## src/rtl/config_sram_loader.sv

```systemverilog
// Transmit-side driver for the SRAM configuration shift chain: serializes {data, addr}
// words MSB first, strobes config_set to commit, and returns the displaced chain word.
module config_sram_loader #(
    parameter int ADDR_BITS     = 10,
    parameter int DATA_BITS     = 32,
    parameter int COMMIT_CYCLES = 1
) (
    input  logic                 cclk,
    input  logic                 rst,
    input  logic                 in_valid,
    output logic                 in_ready,
    input  logic [ADDR_BITS-1:0] in_addr,
    input  logic [DATA_BITS-1:0] in_data,
    input  logic [1:0]           in_conf,
    output logic                 shift_enable,
    output logic                 shift_in,
    input  logic                 shift_out,
    output logic                 config_set,
    output logic [1:0]           sram_conf,
    output logic                 busy,
    output logic                 rb_valid,
    output logic [ADDR_BITS-1:0] rb_addr,
    output logic [DATA_BITS-1:0] rb_data
);

    localparam int N       = ADDR_BITS + DATA_BITS;
    localparam int CNT_MAX = (N > COMMIT_CYCLES) ? N : COMMIT_CYCLES;
    localparam int CW      = $clog2(CNT_MAX + 1);

    typedef enum logic [1:0] {
        IDLE,
        SHIFT,
        COMMIT
    } state_t;

    state_t          state;
    logic [N-1:0]    sreg;
    logic [CW-1:0]   count;

    // shift_in is registered from the next bit of sreg so it always equals sreg[N-1] while shifting
    always_ff @(posedge cclk) begin
        if (!rst) begin
            state        <= IDLE;
            in_ready     <= 1'b1;
            shift_enable <= 1'b0;
            shift_in     <= 1'b0;
            config_set   <= 1'b0;
            busy         <= 1'b0;
            rb_valid     <= 1'b0;
            rb_addr      <= '0;
            rb_data      <= '0;
            sram_conf    <= 2'b00;
            sreg         <= '0;
            count        <= '0;
        end else begin
            rb_valid <= 1'b0;
            case (state)
                IDLE: begin
                    if (in_valid) begin
                        sreg         <= {in_data, in_addr};
                        sram_conf    <= in_conf;
                        count        <= CW'(N - 1);
                        shift_in     <= in_data[DATA_BITS-1];
                        shift_enable <= 1'b1;
                        in_ready     <= 1'b0;
                        busy         <= 1'b1;
                        state        <= SHIFT;
                    end
                end
                SHIFT: begin
                    sreg <= {sreg[N-2:0], shift_out};
                    if (count == '0) begin
                        state        <= COMMIT;
                        count        <= CW'(COMMIT_CYCLES - 1);
                        shift_enable <= 1'b0;
                        shift_in     <= 1'b0;
                        config_set   <= 1'b1;
                    end else begin
                        count    <= count - CW'(1);
                        shift_in <= sreg[N-2];
                    end
                end
                COMMIT: begin
                    if (count == '0) begin
                        state      <= IDLE;
                        config_set <= 1'b0;
                        busy       <= 1'b0;
                        in_ready   <= 1'b1;
                        rb_valid   <= 1'b1;
                        rb_data    <= sreg[N-1:ADDR_BITS];
                        rb_addr    <= sreg[ADDR_BITS-1:0];
                    end else begin
                        count <= count - CW'(1);
                    end
                end
                default: state <= IDLE;
            endcase
        end
    end

endmodule

```

## config.mk

```make
export PLATFORM = sky130hd
export DESIGN_NAME = config_sram_loader
export DESIGN_NICKNAME = d
export VERILOG_FILES = /design/src/rtl/config_sram_loader.sv
export SDC_FILE = /design/constraint.sdc
export NUM_CORES = 1
export LEC_CHECK = 0
export CORE_MARGIN = 2
export CORE_UTILIZATION = 40
export DETAILED_ROUTE_END_ITERATION = 8
export HOLD_SLACK_MARGIN = 0.15
export PLACE_DENSITY_LB_ADDON = 0.05
export SYNTH_ARGS = -nofsm -noshare
export SYNTH_HDL_FRONTEND = slang
export SYNTH_SLANG_ARGS = --single-unit
export TNS_END_PERCENT = 20
```

## constraint.sdc

```tcl
create_clock -name cclk -period 2.6 [get_ports cclk]
set_input_delay 0.26 -clock cclk [delete_from_list [all_inputs] [get_ports cclk]]
set_output_delay 0.26 -clock cclk [all_outputs]
set_load 0.02 [all_outputs]
```

==> flow_metrics.tcl <==
set metrics [dict create \
    p_per_area_mw_per_mm2 695 \
    yosys.area.top_type_share_pct 50.1 \
    antenna_left 0 \
    rrSetupSlack_ns 0.55 \
    outcome "complete, no violations" \
    drt_first_pass_iters 4 \
    slowest_stage "dfxtp_1" \
    worst-path-stages 5 \
    routed_wl_microns 9110 \
    cts_tree "yes" \
    synth.avg_cell_area_sq_um 10.3 \
    drc 0 \
    power_mw 3.66 \
    grt_start_max_net_pins 79 \
    die_area_sq_mm 0.0108 \
    critical_path_buf_inv_count 1 \
    cts_htree_levels 3 \
    antenna_found_initial 0 \
    drive_gt1_share_pct 6.93 \
    yosys.area.top_type "dfxtp_1" \
    post-route-period-util_pct 78.8 \
    crit_fanout 43 \
    grt_pass1_vias 3041 \
    clk_pin_slew_worst_paths_ns 0.09 \
    die_h_microns 104 \
    fmax_mhz 488 \
    required_ns 2.86 \
    crit_path_start_kind "flop" \
    startpoint "state[1]" \
    worstSetupEndpoint "rb_data[15]" \
    ios 98 \
    ys_types 39 \
    slowest_delay_ns 0.43 \
    maxCapViolCount 0 \
    p_leak_nw 1.92 \
    setup_viol 0 \
    dpl.hpwl_microns 5760 \
    fin_tns_setup_ns 0 \
    worst_hold_slack_ns 0.459 \
    crit_family "flip-flops" \
    synthFlopType "dfxtp_1" \
    dieWidth_microns 104 \
    reg2reg_depth 5 \
    yosysSeqAreaShare_pct 50.1 \
    overflow 0 \
    nNetsFinal 524 \
    r2r-end "rb_data[15]" \
    initial_utilization_pct 41.0 \
    tightest_slew_ns 0.508 \
    min_path_type "input port to flop" \
    syn-num-nets 439 \
    syn_inst 386 \
    relSlewSlack_pct 65.8 \
    async_flop_share_pct 0 \
    clock_latency_ns 0.37 \
    synth.area.top_cells "dfxtp_1 (50%), mux2i_1 (10%), a22o_1 (9.2%)" \
    vias 3171 \
    rsz0062_at_grt "false" \
    grt_pass1_wl_microns 15300 \
    cts_buffers 9 \
    clock_sinks 100 \
    gp_congestion 0.820 \
    worstPathCellList "ha_1, nor4b_4, a21oi_4, buf_4, a22o_1" \
    hold_violations 0 \
    grtUsageTotal_pct 17.3 \
    cts_setup_buffers 0 \
    cp_data_arrival_time_ns 2.31 \
    coreArea_sq_mm 0.00973 \
    yosysWarningCount 0 \
    row_count 36 \
    clockRootBuffer "clkbuf_8" \
    critPathCaptureType "flop" \
    synth_edf_count 0 \
    synth_most_common_cell "dfxtp_1" \
    fin_skew_ns 0.0141 \
    antenna_cells 0 \
    period_needed_ns 2.05 \
    critPathKind "flop to flop" \
    synth.ff_latch_count 100 \
    avgRoutedWirePerCell_microns 15.0 \
    synth_common_cells "dfxtp_1 (100), nor2_1 (47), a211oi_1 (44)" \
    vias_per_cell 5.21 \
    port_buffers 97 \
    synthToLayoutAreaGrowth_pct 31.7 \
    rr_startpoint "state[1]" \
    post_cts_resized 0 \
    synth_area_sq_mm 0.00399 \
    ir_drop_uv 433 \
    drt_iter0_markers 78 \
    clk_path_buf_depth 2 \
    drv_slew 0 \
    cts.hold.buffers_added 0 \
]
-- cell usage in the layout, fill, tap and decap left out, types with 6 or more instances in the layout --
cell type,n
mux2i_1,41
dfxtp_1,100
nand2_1,7
a22o_1,42
a21oi_1,12
clkdlybuf4s50_1,97
clkbuf_8,10
inv_1,6
nor2_1,47
a31oi_1,6
o21ai_1,8
a211oi_1,44
-- through the flow --
| step | worst slack, ns | util (%) | cell area, sq um | std cells |
|---|---|---|---|---|
| 6_report | 0.550 | 54.1 | 5260 | 609 |
| 3_5_place_dp | 0.555 | 52.1 | 5070 | 593 |
| 3_3_place_gp | 0.602 | 52.1 | 5070 | 593 |
| 4_1_cts | 0.576 | 54.1 | 5260 | 609 |
| 2_1_floorplan | 0.998 | - | 3990 | 386 |
| 5_1_grt | 0.373 | 54.1 | 5260 | 609 |
-- worst min path at each step --
| stage | from | end | slack (ns) | cells after the start |
|---|---|---|---|---|
| 3_3_place_gp | sram_conf[0] | sram_conf[0] | 0.44 | 2 |
| 3_5_place_dp | sram_conf[0] | sram_conf[0] | 0.45 | 2 |
| 2_1_floorplan | rst | in_ready | 0.34 | 1 |
| 5_1_grt | in_conf[0] | sram_conf[0] | 0.46 | 3 |
| 4_1_cts | in_conf[0] | sram_conf[0] | 0.44 | 3 |
| 6_report | in_conf[0] | sram_conf[0] | 0.46 | 3 |
-- worst min-delay path: stages --
cell             delay, ns
clkdlybuf4s50_1       0.40
nand3_1               0.07
a21oi_1               0.05
-- state kept, by name, summed over array words and instances, names as in the netlist --
signal and cells:
rb_valid 1, count 6, shift_enable 1, config_set 1
shift_in 1, sram_conf 2, busy 1, rb_addr 10
sreg 42, rb_data 32, in_ready 1, state 2
-- layout make-up --
class	instances	area, sq um
fill	907	4470
sequential	100	2000
multi-input combinational	248	1810
timing repair buffer	104	1060
tap	133	166
clock buffer	10	138
clock inverter	6	53.8
inverter	8	30.0
-- power breakdown --
| part | internal, mW | switching [mW] | leakage, nW | total (mW) |
|---|---|---|---|---|
| Clock | 0.391 | 0.561 | 0.0954 | 0.952 |
| Sequential | 1.69 | 0.131 | 0.818 | 1.82 |
| Combinational | 0.399 | 0.481 | 1.00 | 0.880 |
| Total | 2.48 | 1.17 | 1.92 | 3.66 |
-- per-layer routing --
metal	up-vias	part of all wire (%)	GRT usage [%]
li1	1605	-	-
met1	1480	48	23.0
met3	12	4.0	4.07
met5	-	0	0
met2	74	47	27.5
met4	0	1.4	6.08
-- cell families (layout without fill, tap and decap cells) --
logic type | Yosys count | in the layout | share of synthesized area (%)
fa+ha+maj | 5 | 5 | 1.57
compound gates | 126 | 126 | 23.6
mux | 41 | 41 | 10.3
flops | 100 | 100 | 50.1
buf+inv | 38 | 128 | 5.14
simple gates | 76 | 76 | 9.28
(Power assumes the default switching activity.)
==> patch, RTL diff (config.mk and constraints unchanged) <==
Set the parameter `ADDR_BITS` to 8 (it was 10).
--- a/src/rtl/config_sram_loader.sv
+++ b/src/rtl/config_sram_loader.sv
@@ -3,3 +3,3 @@
 module config_sram_loader #(
-    parameter int ADDR_BITS     = 10,
+    parameter int ADDR_BITS     = 8,
     parameter int DATA_BITS     = 32,
Ports: changed (resized in_addr and rb_addr); port bits go from 98 to 94. No check against the original RTL was run, so the function may have changed too.
==> patch against the unedited design <==
- cell area is 3.4% higher
- wire length increased by 4.0%
- combinational power is 16% lower
- power decreased by 4.1%
- maximum frequency down 2.4%
- worst setup slack got worse by 51 ps
- count of clock-buffer cells in the layout did not move
- synthesized area grew 5.0%
- sequential cell count decreased by 4
- die area grew 4.8%
- critical path type unchanged
- highest routed layer unchanged
==> patch: results (changes against the unedited design) <==
[worst_setup_path]
arrival_ps = 2340  ; was 2310 ps
cp_slowest_cell = a211oi_2  ; was dfxtp_1
critPathMaxFanout = 9  ; was 43
critPathTopFamily = compound AO/OA/AOI/OAI gates  ; was flip-flops

[routing]
avgViaCountPerCell = 5.01  ; was 5.21
drtIter0Drc = 120  ; was 78
wl_per_cell_um = 14.0  ; was 15.0 um

[timing]
slew-limit-headroom_pct = 57.4  ; was 65.8%
finClkSkew_ps = 15.7  ; was 14.1 ps

[layout]
top_regs = sreg x40, rb_data x32, rb_addr x8  ; was sreg x42, rb_data x32, rb_addr x10
drive_above_1_share_pct = 5.38  ; was 6.93%
fill_cells = 952  ; was 907

[synth]
yosysUniqueCellTypes = 37  ; was 39
synth_common_cells = nand2_1 (132), dfxtp_1 (96), o211a_1 (40)  ; was dfxtp_1 (100), nor2_1 (47), a211oi_1 (44)
yosysSeqAreaShare_pct = 45.9  ; was 50.1%
synth_nets = 512  ; was 439
synth_area_leaders = dfxtp_1 (46%), nand2_1 (12%), o211a_1 (9.6%)  ; was dfxtp_1 (50%), mux2i_1 (10%), a22o_1 (9.2%)

[grt]
grt_pass1_vias = 3048  ; was 3,041
grtUsageTotal_pct = 16.8  ; was 17.3%
grt_pass1_wl_mm = 15.4  ; was 15.3 mm
grt_max_degree = 67  ; was 79

[cts]
clkLatencyLatePin_ps = 350  ; was 370 ps

[hold_path]
min_path_cells = 2  ; was 3
min_from = rst  ; was in_conf[0]

[run_status]
status = finished clean  ; unchanged

[pwr]
vdd_ir_drop_max_mv = 0.254  ; was 0.433 mV
internal_power_mw = 2.51  ; was 2.48 mW
comb-power_mw = 0.737  ; was 0.880 mW
leakage_nw = 2.29  ; was 1.92 nW

[placed_design]
port_buffers = 93  ; was 97
routabilityCongestion = 0.801  ; was 0.820

[patch: path summary, 6_finish.rpt]
check | endpoint | slack [ps]
max | count[2] | 500
min | in_ready | 390
max reg2reg | count[2] | 500
min reg2reg | rb_data[31] | 460
[patch: per-stage QoR]
stage	hold slack (ps)	power, mW	cell area, um^2	utilization (%)	std cells
after floorplan	416	2.26	4190	-	461
after global placement	442	2.48	5230	51.1	660
after detailed placement	445	2.49	5230	51.1	660
after CTS	379	3.55	5440	53.1	675
after global routing	420	3.71	5440	53.1	675
final	391	3.51	5440	53.1	675
[patch: layout make-up]
cell class / instances / share of cell area, %
Multi-Input combinational cell: 322 / 38.4
Sequential cell: 96 / 35.3
Timing Repair Buffer: 99 / 18.8
Tap cell: 136 / 3.13
Clock buffer: 10 / 2.35
Clock inverter: 5 / 1.50
Inverter: 7 / 0.483
[patch: cells by family (layout without fill, tap and decap cells)]
kind of cell               count (synthesis)  in the layout  synth area share, %
and+or+nand+nor                          156            156                 15.4
AOI/OAI and AO/OA                        121            121                 23.0
DFF                                       96             96                 45.9
buffers and inverters                     43            121                 4.63
muxes                                     40             40                 9.58
adders and majority gates                  5              5                 1.49
[patch: metal layers]
layer  vias up  part of all wire, %  wire length [um]  track usage (%)
met4         0                 0.87                82             4.61
met5         -                    0                 0                0
met3         7                  5.4               507             3.68
met2        84                   42              4000             25.2
li1       1743                    -                 -                -
met1      1545                   52              4880             24.3
[patch: worst register-to-register path, cell delays in order, from the launching register on]
cell and delay (ps):
dfxtp_1 390, inv_1 80, ha_1 320, nor2b_1 220, a211oi_2 520, o21ai_0 180, a31o_2 280
